**src/rtl/phy_tx_8b10b_framer_if.sv**
```systemverilog
// phy_tx_8b10b_framer_if: AXI-Stream source beats in, GT TX data/char-K words out.
interface phy_tx_8b10b_framer_if;
  logic [31:0] i_tx_axis_data;
  logic [3:0]  i_tx_axis_keep;
  logic        i_tx_axis_valid;
  logic        i_tx_axis_last;
  logic        o_tx_axis_ready;
  logic [31:0] o_gt_tx_data;
  logic [3:0]  o_gt_tx_char;
  modport master (
    output i_tx_axis_data, i_tx_axis_keep, i_tx_axis_valid, i_tx_axis_last,
    input  o_tx_axis_ready, o_gt_tx_data, o_gt_tx_char
  );
  modport slave (
    input  i_tx_axis_data, i_tx_axis_keep, i_tx_axis_valid, i_tx_axis_last,
    output o_tx_axis_ready, o_gt_tx_data, o_gt_tx_char
  );
endinterface

```
**src/rtl/phy_tx_8b10b_framer.sv**
```systemverilog
// phy_tx_8b10b_framer: wraps AXI-Stream frames as SOF/payload/EOF between K28.5 idle words.
// Define PHY_TX_STAT_EN to add saturating frame and underrun counters.
module phy_tx_8b10b_framer #(
  parameter int unsigned IFG_WORDS = 2
) (
  input  logic i_clk,
  input  logic i_rst,
  input  logic i_link_up,
  phy_tx_8b10b_framer_if.slave tx,
  output logic o_tx_underrun
`ifdef PHY_TX_STAT_EN
  ,
  output logic [15:0] o_frame_cnt,
  output logic [15:0] o_underrun_cnt
`endif
);
  localparam logic [31:0] IDLE_W   = 32'hBC50BC50;
  localparam logic [3:0]  IDLE_K   = 4'b1010;
  localparam logic [31:0] SOF_W    = 32'hBCBC50FB;
  localparam logic [3:0]  SOF_K    = 4'b1101;
  localparam logic [31:0] EOF_W    = 32'hFDBCBCBC;
  localparam logic [3:0]  EOF_K    = 4'b1111;
  localparam logic [3:0]  GAP_INIT = 4'(IFG_WORDS);
  typedef enum logic [2:0] {S_IDLE, S_SOF, S_DATA, S_EOF, S_GAP} state_t;
  state_t      state_q, state_d;
  logic [31:0] w_q, w_d;
  logic [3:0]  k_q, k_d, gap_q, gap_d;
  logic        ready_q, ready_d, uf_q, uf_d, part;
  logic [31:0] d;
  logic [3:0]  kp;
  assign d    = tx.i_tx_axis_data;
  assign kp   = tx.i_tx_axis_keep;
  assign part = tx.i_tx_axis_last && (kp inside {4'b1110, 4'b1100, 4'b1000});
  always_comb begin
    state_d = state_q;
    w_d     = IDLE_W;
    k_d     = IDLE_K;
    gap_d   = (gap_q != '0) ? gap_q - 4'd1 : '0;
    uf_d    = 1'b0;
    case (state_q)
      S_IDLE:
        if (i_link_up && tx.i_tx_axis_valid && gap_q == '0) begin
          state_d = S_SOF;
          w_d     = SOF_W;
          k_d     = SOF_K;
        end
      S_SOF, S_DATA:
        if (!i_link_up || (state_q == S_DATA && !tx.i_tx_axis_valid)) begin
          state_d = S_GAP;
          w_d     = EOF_W;
          k_d     = EOF_K;
          gap_d   = GAP_INIT;
          uf_d    = 1'b1;
        end else if (tx.i_tx_axis_valid) begin
          state_d = S_DATA;
          w_d     = d;
          k_d     = 4'b0000;
          // Short last beat carries its own EOF in the first unused byte lane.
          if (part) begin
            state_d = S_GAP;
            gap_d   = GAP_INIT;
            w_d     = kp[1] ? {d[31:8], 8'hFD} : kp[2] ? {d[31:16], 16'hFDBC} : {d[31:24], 24'hFDBCBC};
            k_d     = kp[1] ? 4'b0001 : kp[2] ? 4'b0011 : 4'b0111;
          end else if (tx.i_tx_axis_last) begin
            state_d = S_EOF;
            w_d     = (kp == 4'b1111) ? d : IDLE_W;
            k_d     = (kp == 4'b1111) ? 4'b0000 : IDLE_K;
          end
        end
      S_EOF: begin
        state_d = S_GAP;
        w_d     = EOF_W;
        k_d     = EOF_K;
        gap_d   = GAP_INIT;
      end
      S_GAP:   state_d = S_IDLE;
      default: state_d = S_IDLE;
    endcase
    ready_d = (state_d == S_SOF) || (state_d == S_DATA);
  end
  always_ff @(posedge i_clk or posedge i_rst)
    if (i_rst) begin
      state_q <= S_IDLE;
      w_q     <= IDLE_W;
      k_q     <= IDLE_K;
      gap_q   <= GAP_INIT;
      ready_q <= 1'b0;
      uf_q    <= 1'b0;
    end else begin
      state_q <= state_d;
      w_q     <= w_d;
      k_q     <= k_d;
      gap_q   <= gap_d;
      ready_q <= ready_d;
      uf_q    <= uf_d;
    end
  assign tx.o_gt_tx_data    = {w_q[7:0], w_q[15:8], w_q[23:16], w_q[31:24]};
  assign tx.o_gt_tx_char    = {k_q[0], k_q[1], k_q[2], k_q[3]};
  assign tx.o_tx_axis_ready = ready_q;
  assign o_tx_underrun      = uf_q;
`ifdef PHY_TX_STAT_EN
  logic        frame_done;
  logic [15:0] frame_cnt_q, frame_cnt_d, underrun_cnt_q, underrun_cnt_d;
  // Counts land on the same edge the terminating word reaches the GT.
  assign frame_done = state_q == S_EOF ||
                      ((state_q == S_SOF || state_q == S_DATA) && i_link_up && tx.i_tx_axis_valid && part);
  always_comb begin
    frame_cnt_d    = (frame_done && ~&frame_cnt_q) ? frame_cnt_q + 16'd1 : frame_cnt_q;
    underrun_cnt_d = (uf_d && ~&underrun_cnt_q) ? underrun_cnt_q + 16'd1 : underrun_cnt_q;
  end
  always_ff @(posedge i_clk or posedge i_rst)
    if (i_rst) begin
      frame_cnt_q    <= '0;
      underrun_cnt_q <= '0;
    end else begin
      frame_cnt_q    <= frame_cnt_d;
      underrun_cnt_q <= underrun_cnt_d;
    end
  assign o_frame_cnt    = frame_cnt_q;
  assign o_underrun_cnt = underrun_cnt_q;
`endif
endmodule

```
**src/flat_wrapper.sv**
```systemverilog
// flat-port wrapper written by rule: the top's interface ports become plain ports
module phy_tx_8b10b_framer_flat 
#(
  parameter int unsigned IFG_WORDS = 2
)
  (i_clk, i_rst, i_link_up, o_tx_underrun, tx_i_tx_axis_data, tx_i_tx_axis_keep, tx_i_tx_axis_valid, tx_i_tx_axis_last, tx_o_tx_axis_ready, tx_o_gt_tx_data, tx_o_gt_tx_char);
  phy_tx_8b10b_framer_if tx_i ();
  input  logic i_clk;
  input  logic i_rst;
  input  logic i_link_up;
  output logic o_tx_underrun;
  input wire logic [$bits(tx_i.i_tx_axis_data)-1:0] tx_i_tx_axis_data;
  input wire logic [$bits(tx_i.i_tx_axis_keep)-1:0] tx_i_tx_axis_keep;
  input wire logic [$bits(tx_i.i_tx_axis_valid)-1:0] tx_i_tx_axis_valid;
  input wire logic [$bits(tx_i.i_tx_axis_last)-1:0] tx_i_tx_axis_last;
  output wire logic [$bits(tx_i.o_tx_axis_ready)-1:0] tx_o_tx_axis_ready;
  output wire logic [$bits(tx_i.o_gt_tx_data)-1:0] tx_o_gt_tx_data;
  output wire logic [$bits(tx_i.o_gt_tx_char)-1:0] tx_o_gt_tx_char;
  assign tx_i.i_tx_axis_data = tx_i_tx_axis_data;
  assign tx_i.i_tx_axis_keep = tx_i_tx_axis_keep;
  assign tx_i.i_tx_axis_valid = tx_i_tx_axis_valid;
  assign tx_i.i_tx_axis_last = tx_i_tx_axis_last;
  assign tx_o_tx_axis_ready = tx_i.o_tx_axis_ready;
  assign tx_o_gt_tx_data = tx_i.o_gt_tx_data;
  assign tx_o_gt_tx_char = tx_i.o_gt_tx_char;
  phy_tx_8b10b_framer #(.IFG_WORDS(IFG_WORDS)) u_core (.i_clk(i_clk), .i_rst(i_rst), .i_link_up(i_link_up), .tx(tx_i), .o_tx_underrun(o_tx_underrun));
endmodule
```
**config.mk**
```make
export PLATFORM = sky130hd
export DESIGN_NAME = phy_tx_8b10b_framer_flat
export DESIGN_NICKNAME = d
export VERILOG_FILES = /design/src/rtl/phy_tx_8b10b_framer_if.sv /design/src/rtl/phy_tx_8b10b_framer.sv /design/src/flat_wrapper.sv
export SDC_FILE = /design/constraint.sdc
export NUM_CORES = 1
export LEC_CHECK = 0
export ABC_AREA = 1
export BUFFER_PORTS_ARGS = -buffer_cell sky130_fd_sc_hd__buf_4
export CORE_MARGIN = 5
export CORE_UTILIZATION = 43
export DETAILED_ROUTE_END_ITERATION = 8
export GPL_ROUTABILITY_DRIVEN = 0
export PLACE_DENSITY = 0.81
export SLEW_MARGIN = 20
export SYNTH_ARGS = -nofsm -noshare
export SYNTH_HDL_FRONTEND = slang
export SYNTH_SLANG_ARGS = --single-unit
export TNS_END_PERCENT = 100
```
**constraint.sdc**
```tcl
create_clock -name i_clk -period 1.3 [get_ports i_clk]
set_input_delay 0.195 -clock i_clk [delete_from_list [all_inputs] [get_ports i_clk]]
set_output_delay 0.195 -clock i_clk [all_outputs]
set_load 0.05 [all_outputs]
```
==> flow_metrics.env, run 1 <==
export IMPL_timing_rr_end="u_core.w_q[12]"
export IMPL_synth_top_family_by_area="simple AND/OR/NAND/NOR gates"
export IMPL_tightestPinTransition_ns=0.274
export IMPL_antenna_found_initial=0
export IMPL_regArea_mm2=0.00115
export IMPL_vias=1686
export IMPL_start_util_pct=44.6
export IMPL_setup_violations=12
export IMPL_num_rows=24
export IMPL_die_h_um=77.2
export IMPL_port_buffers=78
export IMPL_cts_buffers=5
export IMPL_start_kind="register"
export IMPL_worst_ep_arrival_time_ns=1.56
export IMPL_cts_tree="yes"
export IMPL_reg2regPathDepth=7
export IMPL_cts_path_max_buffers=2
export IMPL_nFillCells=333
export IMPL_h_tree_depth=2
export IMPL_crit_path_top_delay_cell="dfrtp_1"
export IMPL_synth_top_area_share_pct=36.1
export IMPL_io_pins=79
export IMPL_fp_dieArea_mm2=0.00596
export IMPL_synth_area_per_cell_um2=9.43
export IMPL_endpoint="u_core.w_q[12]"
export IMPL_layout_drive_gt1_share_pct=52.6
export IMPL_drv_slew=0
export IMPL_grt_usage_pct=15.6
export IMPL_max_slew_margin_pct=81.7
export IMPL_final_cell_mix="buf_4, nand2_1, dfrtp_1"
export IMPL_fin_crit_ns=1.34
export IMPL_core_area_mm2=0.00435
export IMPL_power_share_sequential_pct=33.1
export IMPL_drc=0
export IMPL_internal_power_mw=3.36
export IMPL_crit_fanout=5
export IMPL_yosys_area_share_adder_pct=0
export IMPL_cp_startpoint="u_core.state_q[0]"
export IMPL_clock_skew_ns=0.0134
export IMPL_grt_pass1_vias=1713
export IMPL_timing_hold_violations_final=0
export IMPL_setup_ws_ns=-0.0414
export IMPL_synth_area_leaders="dfrtp_1, dfstp_2, nand2_1, inv_1, nand3_1"
export IMPL_clock_latency_ns=0.30
export IMPL_clockRootBuffer="clkbuf_8"
export IMPL_ys_seq_elements=45
export IMPL_ir_drop_v=0.00107
export IMPL_power_switching_share_pct=43.8
export IMPL_final_util_pct=67.1
export IMPL_stdcell_area_mm2=0.00292
export IMPL_grt_pass1_wl_um=7590
export IMPL_synth_fp_nets=247
export IMPL_drt_iter0_drc=70
export IMPL_viasPerCell=4.71
export IMPL_gr_total_overflow=0
export IMPL_ant_nets=0
export IMPL_synth_top_area_cell="dfrtp_1"
export IMPL_muxShareOfSynthArea_pct=0
export IMPL_crit_chain="nand2_2 > inv_4 > nor2_8 > nand2_4 > nor2_4 > nand2_2 > or2_1"
export IMPL_wl_um=4720
export IMPL_synth_cells=206
export IMPL_synth_compound_area_share_pct=6.38
export IMPL_fin_nets=346
export IMPL_violations="setup timing"
export IMPL_r2r_start="u_core.state_q[0]"
export IMPL_grt_max_degree=46
export IMPL_antennaDiodeCount=0
export IMPL_fmax_mhz=746
export IMPL_slowest_delay_ns=0.43
export IMPL_synthSimpleGateAreaFrac_pct=28.2
export IMPL_wl_per_cell_um=13.2
export IMPL_p_sw_mw=2.63
export IMPL_rsz0062_at_grt="yes"
export IMPL_layout_commonest_cell="buf_4"
export IMPL_firstDrtPassIters=4
export IMPL_ys_seq_area_share_pct=59.1
export IMPL_power_total_mw=5.99
export IMPL_power_density_mw_per_mm2=2050
export IMPL_status="finished with violations"
export IMPL_reg2reg_slack_ns=-0.04
export IMPL_netlist_area_mm2=0.00194
export IMPL_worstSetupPathType="register to register"
export IMPL_hpwl_um=3570
export IMPL_clk_pin_slew_ns=0.09
export IMPL_comb_power_share_pct=50.0
export IMPL_worstPathRequired_ns=1.52
export IMPL_drv_cap=0
export IMPL_syn2layout_area_growth_pct=50.5
export IMPL_power_frac_clock_pct=16.8
export IMPL_synth_warnings=0
export IMPL_fin_crit_sh_pct=103
export IMPL_multi_input_area_um2=771
export IMPL_placed_cell_area_mm2=0.00267
export IMPL_yosysUniqueCellTypes=24
export IMPL_endpoint_kind="register"
export IMPL_p_leak_nw=1.57
export IMPL_synthXorXnorAreaFrac_pct=0
export IMPL_die_width_um=77.2
export IMPL_tns_ns=-0.152
export IMPL_crit_top_cell="nand2_2"
export IMPL_cts_sinks=45
export IMPL_min_path_type="input pin to register"
==> worst min-delay path by stage <==
stage | cells after the start | slack, ns | from | endpoint
finish | 3 | 0.08 | tx_i_tx_axis_data[24] | u_core.w_q[24]
CTS | 3 | 0.08 | tx_i_tx_axis_data[30] | u_core.w_q[30]
detailed placement | 3 | 0.26 | i_rst | u_core.w_q[9]
global placement | 3 | 0.25 | i_rst | u_core.w_q[18]
global route | 2 | 0.07 | tx_i_tx_axis_data[4] | u_core.w_q[4]
floorplan | 2 | 0.30 | tx_i_tx_axis_data[9] | u_core.w_q[9]
==> synthesized netlist by cell type, drive strengths merged <==
cell	count
nand2	57
inv	33
dfrtp	28
nor2	21
dfstp	17
nand3	15
o21ai	15
or2	6
a21oi	3
nor3	3
nand3b	2
nand4	2
a211oi	1
a21boi	1
o21a	1
o31ai	1
==> per-stage QoR <==
step	instances	worst slack, ns	hold WS (ns)
2_1_floorplan	206	0.0444	0.300
3_3_place_gp	345	0.0124	0.254
3_5_place_dp	345	-0.0326	0.257
4_1_cts	355	-0.00846	0.0799
5_1_grt	358	-0.102	0.0736
6_report	358	-0.0414	0.0849
==> critical path: cells and delay by family, from the launching register on <==
| kind | cells | cell delay [ns] |
|---|---|---|
| DFF | 1 | 0.43 |
| and+or+nand+nor | 6 | 0.76 |
| buffers and inverters | 1 | 0.06 |
==> layer usage <==
metal / vias to the layer above / track usage, % / share of wire [%] / wire length (um)
li1: 838 / - / - / -
met4: 0 / 4.64 / 1.4 / 66
met1: 779 / 18.6 / 40 / 1900
met5: - / 0 / 0 / 0
met3: 9 / 6.21 / 8.0 / 378
met2: 60 / 25.9 / 50 / 2380
==> power groups by stage <==
stage,clock (mW),sequential [mW],combinational (mW)
floorplan,0,3.14,0.726
global placement,0,1.99,2.69
detailed placement,0,2.00,2.72
CTS,1.04,1.98,2.78
global route,1.11,2.02,3.18
finish,1.01,1.99,3.00
==> area by class of cell <==
| type | count | area share, % |
|---|---|---|
| clock buffer | 6 | 2.48 |
| multi-input combinational | 128 | 26.4 |
| timing repair buffer | 92 | 24.1 |
| sequential | 45 | 39.3 |
| clock inverter | 2 | 1.20 |
| tap | 52 | 2.23 |
| inverter | 33 | 4.32 |
==> registers in the layout, indices dropped and copies added (netlist names) <==
register and flops:
u_core.k_q 4, u_core.w_q 32, u_core.o_tx_underrun 1, u_core.tx.o_tx_axis_ready 1, u_core.gap_q 4, u_core.state_q 3
==> cell families (layout without fill, tap and decap cells) <==
kind of cell / Yosys count / in the layout
and+or+nand+nor: 106 / 106
DFF: 45 / 45
buffers and inverters: 33 / 133
AOI/OAI and AO/OA: 22 / 22
==> timing repair <==
action / in CTS / in global routing
hold buffers: 1 / 0
hold endpoints to repair: 28 / 0
buffers inserted: 1 / 3
pin swaps: 3 / 10
resized for setup: 7 / 23
setup endpoints to repair: 18 / 33
cloned: 0 / 0
No activity file was read; power rests on OpenSTA's default activity.
==> inputs of run 2 (changes only) <==
- PLACE_DENSITY: 0.81 -> 0.79
==> run 2 against run 1 <==
Effect of this change:
- the run still ends with setup timing left
- clock skew decreased by 0.0015 ns
- worst setup slack got worse by 0.011 ns
- sequential power about the same
- critical path depth grew 2
- sequential share of layout area is 0.71 points lower
- hold slack got worse by 0.0085 ns
==> flow_metrics.env, run 2 (synthesized netlist as in run 1, its figures left out) <==
export IMPL_max_slew_margin_pct=56.1
export IMPL_crit_fanout=5
export IMPL_hold_path_depth=3
export IMPL_wl_um=5130
export IMPL_worstSetupPathType="register to register"
export IMPL_vias=1720
export IMPL_cts_path_max_buffers=2
export IMPL_fin_cells=362
export IMPL_drv_slew=0
export IMPL_crit_chain="inv_2 > nand2_4 > nand2_4 > nor2_8 > nand2_4 > nor2_4 > buf_4 > nand3_1 > nand2_1"
export IMPL_setup_violations=17
export IMPL_power_total_mw=6.07
export IMPL_reg2reg_slack_ns=-0.05
export IMPL_wl_per_cell_um=14.2
export IMPL_fin_crit_ns=1.35
export IMPL_clk_pin_slew_ns=0.08
export IMPL_layout_commonest_cell="buf_4"
export IMPL_clock_latency_ns=0.30
export IMPL_syn2layout_area_growth_pct=53.3
export IMPL_crit_path_top_delay_cell="dfrtp_1"
export IMPL_start_util_pct=44.6
export IMPL_antennaDiodeCount=0
export IMPL_cts_tree="yes"
export IMPL_drc=0
export IMPL_firstDrtPassIters=4
export IMPL_cts_buffers=5
export IMPL_dp_cells=346
export IMPL_die_width_um=77.2
export IMPL_h_tree_depth=2
export IMPL_reg2regPathDepth=9
export IMPL_core_area_mm2=0.00435
export IMPL_crit_family="simple AND/OR/NAND/NOR gates"
export IMPL_nFillCells=326
export IMPL_tightestPinTransition_ns=0.655
export IMPL_worst_ep_arrival_time_ns=1.60
export IMPL_fin_crit_sh_pct=104
export IMPL_multi_input_area_um2=792
export IMPL_power_density_mw_per_mm2=2040
export IMPL_viasPerCell=4.75
export IMPL_hold_path_end="u_core.w_q[24]"
export IMPL_worstPathRequired_ns=1.55
export IMPL_fin_nets=350
export IMPL_drv_cap=0
export IMPL_grt_pass1_wl_um=7970
export IMPL_port_buffers=78
export IMPL_status="finished with violations"
export IMPL_regArea_mm2=0.00115
export IMPL_setup_ws_ns=-0.0527
export IMPL_timing_hold_ws_ns=0.0764
export IMPL_path_buf_inv=2
export IMPL_final_cell_mix="buf_4, nand2_1, dfrtp_1"
export IMPL_violations="setup timing"
export IMPL_reg_largest_list="u_core.w_q: 32 flops, u_core.gap_q: 4 flops, u_core.k_q: 4 flops"
export IMPL_ant_nets=0
export IMPL_gr_total_overflow=0
export IMPL_clock_skew_ns=0.0118
export IMPL_min_from="tx_i_tx_axis_data[24]"
export IMPL_drt_iter0_drc=82
export IMPL_min_path_type="input pin to register"
export IMPL_clockRootBuffer="clkbuf_8"
export IMPL_hpwl_um=3900
export IMPL_r2r_start="u_core.state_q[0]"
export IMPL_timing_rr_end="u_core.w_q[14]"
export IMPL_endpoint_kind="register"
export IMPL_slowest_delay_ns=0.43
export IMPL_grt_usage_pct=16.8
export IMPL_rsz0062_at_grt="yes"
export IMPL_layout_drive_gt1_share_pct=52.6
export IMPL_grt_max_degree=19
export IMPL_regMostFlops="u_core.w_q"
export IMPL_cts_sinks=45
export IMPL_num_rows=24
export IMPL_largest_reg_flops=32
export IMPL_start_kind="register"
export IMPL_fp_dieArea_mm2=0.00596
export IMPL_timing_hold_violations_final=0
export IMPL_tns_ns=-0.361
export IMPL_fmax_mhz=739
export IMPL_grt_pass1_vias=1657
export IMPL_die_h_um=77.2
export IMPL_crit_top_cell="nand2_4"
export IMPL_antenna_found_initial=0
export IMPL_io_pins=79
export IMPL_p_leak_nw=1.59
export IMPL_ir_drop_v=0.00129
-- run 2: changes by cell type in the layout (fill, tap and decap cells not counted) --
cell / before / now
nor3_1: 3 / 2
nor3_2: 0 / 1
nand2_4: 5 / 6
inv_4: 1 / 0
nand2_1: 41 / 43
nand2_2: 11 / 8
nor2_2: 3 / 2
inv_1: 22 / 23
buf_4: 90 / 92
buf_12: 1 / 2
o21ai_1: 2 / 3
nor2_4: 8 / 10
o21ai_0: 12 / 11
-- run 2: how the worst max path moves through the flow --
stage | from | to | slack (ns) | cells past startpoint
finish | u_core.state_q[0] | u_core.w_q[14] | -0.05 | 9
global route | u_core.state_q[0] | u_core.k_q[0] | -0.12 | 8
CTS | u_core.state_q[0] | u_core.k_q[2] | -0.02 | 6
detailed placement | u_core.state_q[1] | u_core.k_q[2] | -0.06 | 8
global placement | u_core.state_q[1] | u_core.k_q[2] | 0.02 | 8
floorplan | u_core.state_q[2] | u_core.w_q[12] | 0.04 | 7
-- run 2: metrics by stage --
stage	util, %	instance area, um^2	setup WS [ns]
floorplan	-	1940	0.0444
global placement	61.8	2690	0.0155
detailed placement	61.8	2690	-0.0600
CTS	65.1	2830	-0.0187
global route	68.4	2980	-0.123
finish	68.4	2980	-0.0527
-- run 2: timing repair --
item	CTS	global route
gates cloned	0	1
gates resized for setup	9	22
hold buffers	1	0
setup endpoints to repair	18	36
hold endpoints to repair	11	0
buffers inserted	0	6
pin swaps	2	11
-- run 2: final cells by class --
type	instances	area share [%]
clock buffers	6	2.44
clock inverters	2	1.18
inverters	33	4.16
multi-input cells	129	26.6
flip-flops and latches	45	38.5
well taps	52	2.19
repair buffers	95	24.9
-- run 2: where the power goes --
part           leakage [nW]  internal, mW  switching, mW
Clock                0.0552         0.570          0.442
Combinational         0.978         0.981           2.08
Sequential            0.556          1.85          0.151
-- run 2: worst register-to-register path: stages (launching register included) --
cell and delay (ns):
dfrtp_1 0.43, inv_2 0.06, nand2_4 0.07, nand2_4 0.07, nor2_8 0.13, nand2_4 0.09, nor2_4 0.14, buf_4 0.12
nand3_1 0.09, nand2_1 0.08
-- run 2: metal layers --
layer  up-vias  GRT usage, %  part of all wire (%)
li1        850             -                     -
met1       800          20.4                    41
met2        63          28.5                    52
met3         7          3.75                   5.9
met4         0          6.70                   1.8
met5         -             0                     0
